`src/rtl/pcie_phy_pkg.sv`:
```
// Shared PCIe PHY definitions: deserializer state encoding, comma symbol, lock depth.
package pcie_phy_pkg;
  typedef enum logic [1:0] {HUNT, ALIGN, LOCKED} deser_state_t;
  localparam logic [7:0] K28_5          = 8'hBC;
  localparam int         DEF_LOCK_COUNT = 4;
endpackage

```
`src/rtl/deser_shift_reg.sv`:
```
// Serial-in shift register; cand_o is the word including the bit sampled this edge.
module deser_shift_reg #(
  parameter int WIDTH     = 8,
  parameter int MSB_FIRST = 1
) (
  input  logic             clk_32f,
  input  logic             reset_L,
  input  logic             bit_i,
  output logic [WIDTH-1:0] cand_o
);
  logic [WIDTH-1:0] sr_q;

  generate
    if (MSB_FIRST != 0) begin : g_msb
      assign cand_o = {sr_q[WIDTH-2:0], bit_i};
    end else begin : g_lsb
      assign cand_o = {bit_i, sr_q[WIDTH-1:1]};
    end
  endgenerate

  always_ff @(posedge clk_32f or negedge reset_L)
    if (!reset_L) sr_q <= '0;
    else          sr_q <= cand_o;
endmodule

```
`src/rtl/serial_paralelo_n.sv`:
```
// Serial-to-parallel receiver: comma hunt at any bit offset, lock after LOCK_COUNT aligned commas.
module serial_paralelo_n
  import pcie_phy_pkg::*;
#(
  parameter int               WIDTH      = 8,
  parameter logic [WIDTH-1:0] COMMA      = WIDTH'(K28_5),
  parameter int               LOCK_COUNT = DEF_LOCK_COUNT,
  parameter int               MSB_FIRST  = 1,
  localparam int              BCW        = $clog2(LOCK_COUNT+1)
) (
  input  logic             clk_32f,
  input  logic             reset_L,
  input  logic             data_in,
  output logic [WIDTH-1:0] data2send,
  output logic             valid_out,
  output logic             active,
  output logic [BCW-1:0]   BC_counter
);
  localparam int             CW     = $clog2(WIDTH);
  localparam logic [CW-1:0]  LAST   = CW'(WIDTH-1);
  localparam logic [BCW-1:0] BC_MAX = BCW'(LOCK_COUNT);

  deser_state_t     state_q, state_d;
  logic [CW-1:0]    cnt_q, cnt_d;
  logic [BCW-1:0]   bc_q, bc_d;
  logic [WIDTH-1:0] data_q, data_d;
  logic             valid_q, valid_d;
  logic             active_q, active_d;
  logic [WIDTH-1:0] cand;
  logic             is_comma, boundary;

  deser_shift_reg #(.WIDTH(WIDTH), .MSB_FIRST(MSB_FIRST)) u_sr (
    .clk_32f (clk_32f),
    .reset_L (reset_L),
    .bit_i   (data_in),
    .cand_o  (cand)
  );

  assign is_comma = (cand == COMMA);
  assign boundary = (cnt_q == LAST);

  always_comb begin
    state_d  = state_q;
    cnt_d    = cnt_q;
    bc_d     = bc_q;
    data_d   = data_q;
    valid_d  = 1'b0;
    active_d = active_q;
    case (state_q)
      HUNT: begin
        cnt_d = '0;
        if (is_comma) begin
          bc_d = BCW'(1);
          if (LOCK_COUNT == 1) begin
            state_d  = LOCKED;
            active_d = 1'b1;
          end else begin
            state_d = ALIGN;
          end
        end
      end
      ALIGN: begin
        cnt_d = boundary ? '0 : cnt_q + CW'(1);
        if (boundary) begin
          if (is_comma) begin
            bc_d = bc_q + BCW'(1);
            if (bc_q == BC_MAX - BCW'(1)) begin
              state_d  = LOCKED;
              active_d = 1'b1;
            end
          end else begin
            // Misaligned word: drop back and restart the bit-level search next edge.
            bc_d    = '0;
            state_d = HUNT;
          end
        end
      end
      LOCKED: begin
        cnt_d = boundary ? '0 : cnt_q + CW'(1);
        if (boundary) begin
          data_d  = cand;
          valid_d = !is_comma;
        end
      end
      default: state_d = HUNT;
    endcase
  end

  always_ff @(posedge clk_32f or negedge reset_L)
    if (!reset_L) begin
      state_q  <= HUNT;
      cnt_q    <= '0;
      bc_q     <= '0;
      data_q   <= '0;
      valid_q  <= 1'b0;
      active_q <= 1'b0;
    end else begin
      state_q  <= state_d;
      cnt_q    <= cnt_d;
      bc_q     <= bc_d;
      data_q   <= data_d;
      valid_q  <= valid_d;
      active_q <= active_d;
    end

  assign data2send  = data_q;
  assign valid_out  = valid_q;
  assign active     = active_q;
  assign BC_counter = bc_q;
endmodule

```
`config.mk`:
```
export PLATFORM = sky130hd
export DESIGN_NAME = serial_paralelo_n
export DESIGN_NICKNAME = d
export VERILOG_FILES = /design/src/rtl/pcie_phy_pkg.sv /design/src/rtl/deser_shift_reg.sv /design/src/rtl/serial_paralelo_n.sv
export SDC_FILE = /design/constraint.sdc
export NUM_CORES = 1
export LEC_CHECK = 0
export CORE_MARGIN = 3
export CORE_UTILIZATION = 56
export DETAILED_ROUTE_END_ITERATION = 16
export PLACE_DENSITY = 0.82
export SLEW_MARGIN = 10
export SYNTH_ARGS = -nofsm -noshare
export SYNTH_HDL_FRONTEND = slang
export SYNTH_SLANG_ARGS = --single-unit
```
`constraint.sdc`:
```
create_clock -name clk_32f -period 2.9 [get_ports clk_32f]
set_clock_uncertainty 0.05 [all_clocks]
set_input_delay 0.29 -clock clk_32f [delete_from_list [all_inputs] [get_ports clk_32f]]
set_output_delay 0.29 -clock clk_32f [all_outputs]
set_load 0.005 [all_outputs]
```
==> impl_results.md, run 1 <==
- Status: complete, no violations
- Drt initial violations: 7
- Leak pwr: between 0.0006 and 0.0007 uW
- Hold Vio Cnt, Final: 0
- Routed WL: between 1.5 and 2 mm
- DR vias: approximately 700
- Largest area contributor in the netlist: dfrtp_1
- Xor/xnor cell area share of the yosys netlist: 0%
- Mapped cell area: 0.00114 sq mm
- CTS tree: yes
- Die area: 0.00261 sq mm
- Achievable clock frequency: approximately 550 MHz
- Comb pwr share: 25.2%
- Clock slew at reported path FFs: between 0.1 and 0.15 ns
- Slew Limit Fails: 0
- DR WL/cell: 15.1 um
- Syn Area/Cell: 13.7 sq um
- Most common cell on crit path: ha_1
- Pin count of the biggest net entering global routing: 26
- Synth top area cells: dfrtp_1 55%, ha_1 9.9%, mux2_2 7.9%
- Top-count cell post-synth: dfrtp_1
- CP required: about 3.1 ns
- Post-CTS Hold Buffers: 0
- FFs w/ async S/R, synth: 100%
- Final net count: ~120
- Drt pass-1 iters: 3
- Clk pwr share: between 20% and 30%
- Pwr dens: around 550 mW/mm^2
- Row cnt: 15
- WP data arrival: around 2.0 ns
- Largest family of logic cells by synthesized area: simple AND/OR/NAND/NOR gates
- Post-CTS Setup Bufs: 0
- Syn nets: between 90 and 100
- First-pass GRT wire length: around 3.3 mm
- Compound-gate portion of the synthesized area: between 10% and 20%
- Element type at the critical path end: flop
- Post-synthesis adder-cell area fraction: ~9.9%
- Depth of the worst register-to-register path: 4
- Met2 routed WL: between 800 and 900 um
- Post-synth EDFFs: 0
- Crit path kind: flop to flop
- Dominant synthesized flop cell: dfrtp_1
- Max transition margin: 72.4%
- Vias in the first global route: about 700
- Period utilisation layout: a little over three fifths
- DRC errors left: 0
- Number of I/O pins: 16
- Max-cap violations: 0
- Quantity of gates resized following cts: 0
- CTS root buf: clkbuf_4
- Buffers added on ports: 15
- Die Ht: 51.1 um
- Die width: 51.1 um
- Netlist cell types: 27
- Core ar.: about 0.0018 sq mm
- Startpoint types: flop
- Slowest CP cell: dfrtp_1
- Seq cells post-synth: 25
- Fin Setup TNS: 0 ns
- Synth Instances: 83
- CTS sink cnt: 25
- Dpl hpwl: between 1 and 1.5 mm
- Crit path cell chain: ha_1 -> ha_1 -> nand2_1 -> mux2_2
- GP Congestion: 0.805
- Psw: approximately 230 uW
- Worst VDD drop: 0.394 mV
- Cell family with most CP delay: adder cells
- CTS buffer count: 3
- Post-synth top area share: roughly 55%
- CP Max Fanout: 9
- Min-Delay Path Class: input pin to asynchronous set/reset pin
- Diodes inserted: 0
- Total routing usage reported by global routing: roughly 17%
- Area Overhead vs Synth: 18.6%
- Share of layout cells above drive strength 1: a little under a quarter
- Overflow after GRT: 0
- WHS: between 0.2 and 0.3 ns
- Post-synthesis sequential area ratio: between 50% and 60%
- Tmin final: 1.82 ns
- Switching Fraction: between 30% and 40%
- Clock Path Buffers: 2
- Most frequent cells after synthesis: 25 x dfrtp_1, 9 x ha_1, 8 x mux2_2
- Final antenna-violating net count: 0
- Simple-gate share of the synthesized area: ~13%
- Met3 WL: 67 um
- M1 WL: 946 um
- Final setup vio count: 0
- Via-to-Cell Ratio: between 5 and 6
- Least-Margin Pin Slew: 0.413 ns
- Yosys warnings: 0
- Mux share of post-synthesis cell area: a little under a tenth
- Sequential share of power: 54.3%
- H-tree depth: 1
- DR top layer: met4
- Max stage delay on crit path: 0.42 ns
- Crit path buf inv count: 0
- Clk Latency, worst-skew pair: 0.31 ns
- Pint: 521 uW
- Initial antenna violation count: 0
- Starting density of the core: around 63%
- CP Depth: 4
- RSZ-0062 raised after global routing: false
==> power by group through the flow <==
stage	sequential [uW]	clock [uW]	combinational, uW
floorplan	406	0	147
finish	406	153	189
global placement	411	0	180
global route	409	169	210
CTS	406	155	189
detailed placement	412	0	188
==> per-stage QoR <==
step	worst slack, ns	instance area (sq um)	util (%)	cells	total power, uW
global route	0.998	1350	74.2	127	788
global placement	1.07	1320	72.6	123	591
finish	1.08	1350	74.2	127	748
CTS	1.08	1350	74.2	127	750
detailed placement	1.04	1320	72.6	123	601
floorplan	1.27	1140	-	83	553
==> cell type report <==
class | instances | area [sq um]
tap | 25 | 31.3
timing repair buffer | 16 | 158
clock buffer | 3 | 22.5
inverter | 4 | 15.0
sequential | 25 | 626
fill | 130 | 470
clock inverter | 1 | 5.00
multi-input combinational | 53 | 493
==> state kept, by name, indices dropped and copies added, names as in the netlist <==
register / flops
valid_out: 1
u_sr.sr_q: 7
cnt_q: 3
state_q: 2
BC_counter: 3
data2send: 8
active: 1
==> worst reg2reg max path, cell delays in order (launching register included) <==
cell	delay, ns
dfrtp_1	0.42
ha_1	0.21
ha_1	0.28
nand2_1	0.37
mux2_2	0.40
==> placed cells by master, fill, tap and decap left out, types with 2 or more instances in the layout <==
master           count
a22o_1               2
a31oi_1              4
clkbuf_4             3
clkdlybuf4s50_1     15
dfrtp_1             25
ha_1                 9
inv_1                4
mux2_2               8
nand2_1              5
nor2_1               3
o21ai_0              5
==> metal layers <==
metal  vias up  track usage (%)
met5         -                0
met3         5             3.79
met4         0             6.73
met2        15             26.8
met1       348             23.0
li1        339                -
==> cell families (layout without fill, tap and decap cells) <==
| kind of cell | Yosys count | count (layout) |
|---|---|---|
| adder cells (fa/ha/maj) | 9 | 9 |
| AO/OA/AOI/OAI | 17 | 17 |
| flip-flops | 25 | 25 |
| buffers and inverters | 5 | 24 |
| multiplexers | 9 | 9 |
| AND/OR/NAND/NOR | 18 | 18 |
==> final timing paths <==
path / slack, ns / start / end
min reg2reg: 0.39 / u_sr.sr_q[0]$_DFF_PN0_ / u_sr.sr_q[1]$_DFF_PN0_
max: 1.08 / cnt_q[0]$_DFFE_PN0P_ / data2send[5]$_DFFE_PN0P_
max reg2reg: 1.08 / cnt_q[0]$_DFFE_PN0P_ / data2send[5]$_DFFE_PN0P_
min in group clk_32f: 0.39 / u_sr.sr_q[0]$_DFF_PN0_ / u_sr.sr_q[1]$_DFF_PN0_
min: 0.26 / reset_L / valid_out$_DFF_PN0_
max in group asynchronous: 2.30 / reset_L / data2send[1]$_DFFE_PN0P_
Power figures use the tool's default switching activity.
==> run 2, diff against run 1 <==
- CORE_UTILIZATION: 56 -> 52
- PLACE_DENSITY: 0.82 -> 0.77
- clock period: 2.9 -> 1.8 ns (I/O delays scaled with it)
==> run 2 against run 1 <==
Wire length shrank 0.21%. Sequential share of layout area shrank 0.88 points. Total power rose by 60%. Fmax increased by 7.8%. Utilization decreased by 6.1 points. Final area rose by 1.9%. Sequential power increased by 61%. First-iteration DRC count grew 14%. Hold slack got worse by 0.094 ns. Count of clock-buffer cells in the layout grew 1. Non-clock buffer count increased by 3. Combinational power increased by 63%. Critical endpoint is now state_q[0]$_DFFE_PN0P_. Largest power group unchanged. Highest routed layer unchanged.
==> impl_results.md, run 2 (synthesis results as in run 1) <==
- Status: complete, no violations
- Pin count of the biggest net entering global routing: 26 (unchanged)
- Buffers added on ports: 15 (unchanged)
- Hold Vio Cnt, Final: 0 (unchanged)
- Share of layout cells above drive strength 1: 24.8% (+2.2 points)
- Pint: 846 uW (+62%)
- Depth of the worst register-to-register path: 5 (+1)
- CTS root buf: clkbuf_4
- Max transition margin: 79.5% (+7.2 points)
- Startpoint types: flop
- Least-Margin Pin Slew: 0.307 ns (-0.107 ns)
- RSZ-0062 raised after global routing: false
- Leak pwr: 0.000645 uW (+1.3%)
- Die Ht: 52.8 um (+3.3%)
- Min-Delay Path Class: input pin to asynchronous set/reset pin
- Final antenna-violating net count: 0 (unchanged)
- Achievable clock frequency: 591 MHz (+7.8%)
- H-tree depth: 1 (unchanged)
- Comb pwr share: 25.7% (+0.5 points)
- Starting density of the core: 56.3% (-6.2 points)
- Max-cap violations: 0 (unchanged)
- Pwr dens: 872 mW/mm^2 (+57%)
- Dpl hpwl: 1.48 mm (+6.7%)
- Overflow after GRT: 0 (unchanged)
- RR Endpoint: state_q[0]$_DFFE_PN0P_
- CTS buffer count: 3 (unchanged)
- Area Overhead vs Synth: 20.9%
- Number of I/O pins: 16 (unchanged)
- Post-CTS Hold Buffers: 0 (unchanged)
- DRC errors left: 0 (unchanged)
- Row cnt: 16 (+1)
- R2R Setup Slk: 0.11 ns (-0.97 ns)
- Clk pwr share: 19.8% (-0.7 points)
- GP Congestion: 0.884 (+9.9%)
- Slew Limit Fails: 0 (unchanged)
- Worst setup margin: 0.109 ns (-0.969 ns)
- Die width: 52.8 um (+3.3%)
- Post-CTS Setup Bufs: 0 (unchanged)
- Crit path kind: flop to flop
- Sequential share of power: 54.5% (+0.2 points)
- Drt pass-1 iters: 4 (+1)
- CTS sink cnt: 25 (unchanged)
- DR WL/cell: 14.5 um (-4.0%)
- Quantity of gates resized following cts: 0 (unchanged)
- Clk Latency, worst-skew pair: 0.31 ns (about the same)
- CTS tree: yes
- CP Max Fanout: 8 (-1)
- Fin Setup TNS: 0 ns (unchanged)
- Die area: 0.00279 sq mm (+6.8%)
- Diodes inserted: 0 (unchanged)
- Most frequent cells in the layout: 25 x dfrtp_1, 15 x clkdlybuf4s50_1, 8 x mux2_2, 8 x ha_1
- Final net count: 118 (+2.6%)
- Final setup vio count: 0 (unchanged)
- Worst R2R Start: state_q[1]$_DFFE_PN0P_
- Worst VDD drop: 0.619 mV (+57%)
- Tmin final: 1.69 ns (-0.131 ns)
- Total routing usage reported by global routing: 17.1% (-0.037 points)
- DR vias: 733 (+3.7%)
- Switching Fraction: 29.5% (-0.85 points)
- Pre-CTS WS: 0.0391 ns (-1.00 ns)
- Max FFs per register: 8 (unchanged)
- Vias in the first global route: 761 (+8.9%)
- CP required: 1.96 ns (-1.10 ns)
- Via-to-Cell Ratio: 5.55 (-0.25%)
- Initial antenna violation count: 0 (unchanged)
- Clock slew at reported path FFs: 0.12 ns (about the same)
- Psw: 355 uW (+56%)
- Clock Path Buffers: 2 (unchanged)
- WP data arrival: 1.85 ns (-0.13 ns)
- Element type at the critical path end: flop
- Core ar.: 0.00202 sq mm (+11%)
- Period utilisation layout: 93.9% (+31 points)
- Drt initial violations: 8 (+1)
- Routed WL: 1.92 mm (-0.21%)
- Most common cell after layout, fill and taps aside: dfrtp_1
- First-pass GRT wire length: 3.38 mm (+3.6%)
-- run 2: changes by cell type in the layout (fill, tap and decap cells not counted) --
cell	delta
clkbuf_1	+1
ha_2	+1
ha_1	-1
buf_4	+3
clkinv_2	-1
-- run 2: how the worst max path moves through the flow --
stage                           startpoint                        to  slack [ns]  cells after the start
detailed placement                 data_in    state_q[0]$_DFFE_PN0P_        0.04                      5
global placement                   data_in    state_q[0]$_DFFE_PN0P_        0.08                      5
floorplan             cnt_q[0]$_DFFE_PN0P_  data2send[0]$_DFFE_PN0P_        0.17                      5
finish              state_q[1]$_DFFE_PN0P_    state_q[0]$_DFFE_PN0P_        0.11                      5
global route          cnt_q[0]$_DFFE_PN0P_    state_q[0]$_DFFE_PN0P_        0.02                      6
CTS                   cnt_q[0]$_DFFE_PN0P_    state_q[0]$_DFFE_PN0P_        0.07                      6
-- run 2: power groups by stage --
stage | combinational [uW] | sequential [uW] | clock, uW
4_1_cts | 309 | 655 | 248
6_report | 308 | 655 | 238
3_3_place_gp | 292 | 662 | 0
2_1_floorplan | 237 | 654 | 0
5_1_grt | 350 | 662 | 264
3_5_place_dp | 308 | 666 | 0
-- run 2: layer usage --
layer  vias to the layer above  global-route usage [%]  wire length (um)
met5                         -                       0                 0
met4                         0                    10.6                51
met3                         6                    3.99                64
met2                        21                    26.2               920
met1                       358                    21.5               879
li1                        348                       -                 -
-- run 2: final cells by class --
cell class	instances	area (sq um)
fill	142	646
sequential	25	626
multi-input combinational	53	495
timing repair buffer	19	180
tap	27	33.8
clock buffer	4	26.3
inverter	4	15.0
-- run 2: stage by stage --
| stage | std cells | util, % | hold WS [ns] | cell area [sq um] | total power, uW |
|---|---|---|---|---|---|
| after floorplan | 83 | - | -0.166 | 1140 | 891 |
| after CTS | 132 | 67.9 | 0.171 | 1370 | 1210 |
| after detailed placement | 128 | 66.6 | 0.369 | 1350 | 974 |
| after global placement | 128 | 66.6 | 0.359 | 1350 | 954 |
| after global routing | 132 | 68.1 | 0.173 | 1380 | 1280 |
| final | 132 | 68.1 | 0.166 | 1380 | 1200 |
-- run 2: worst max-delay path, stage by stage (launching register included) --
cell      delay, ns
dfrtp_1        0.45
inv_1          0.12
ha_1           0.32
nand3_1        0.16
o211ai_2       0.18
mux2_4         0.31
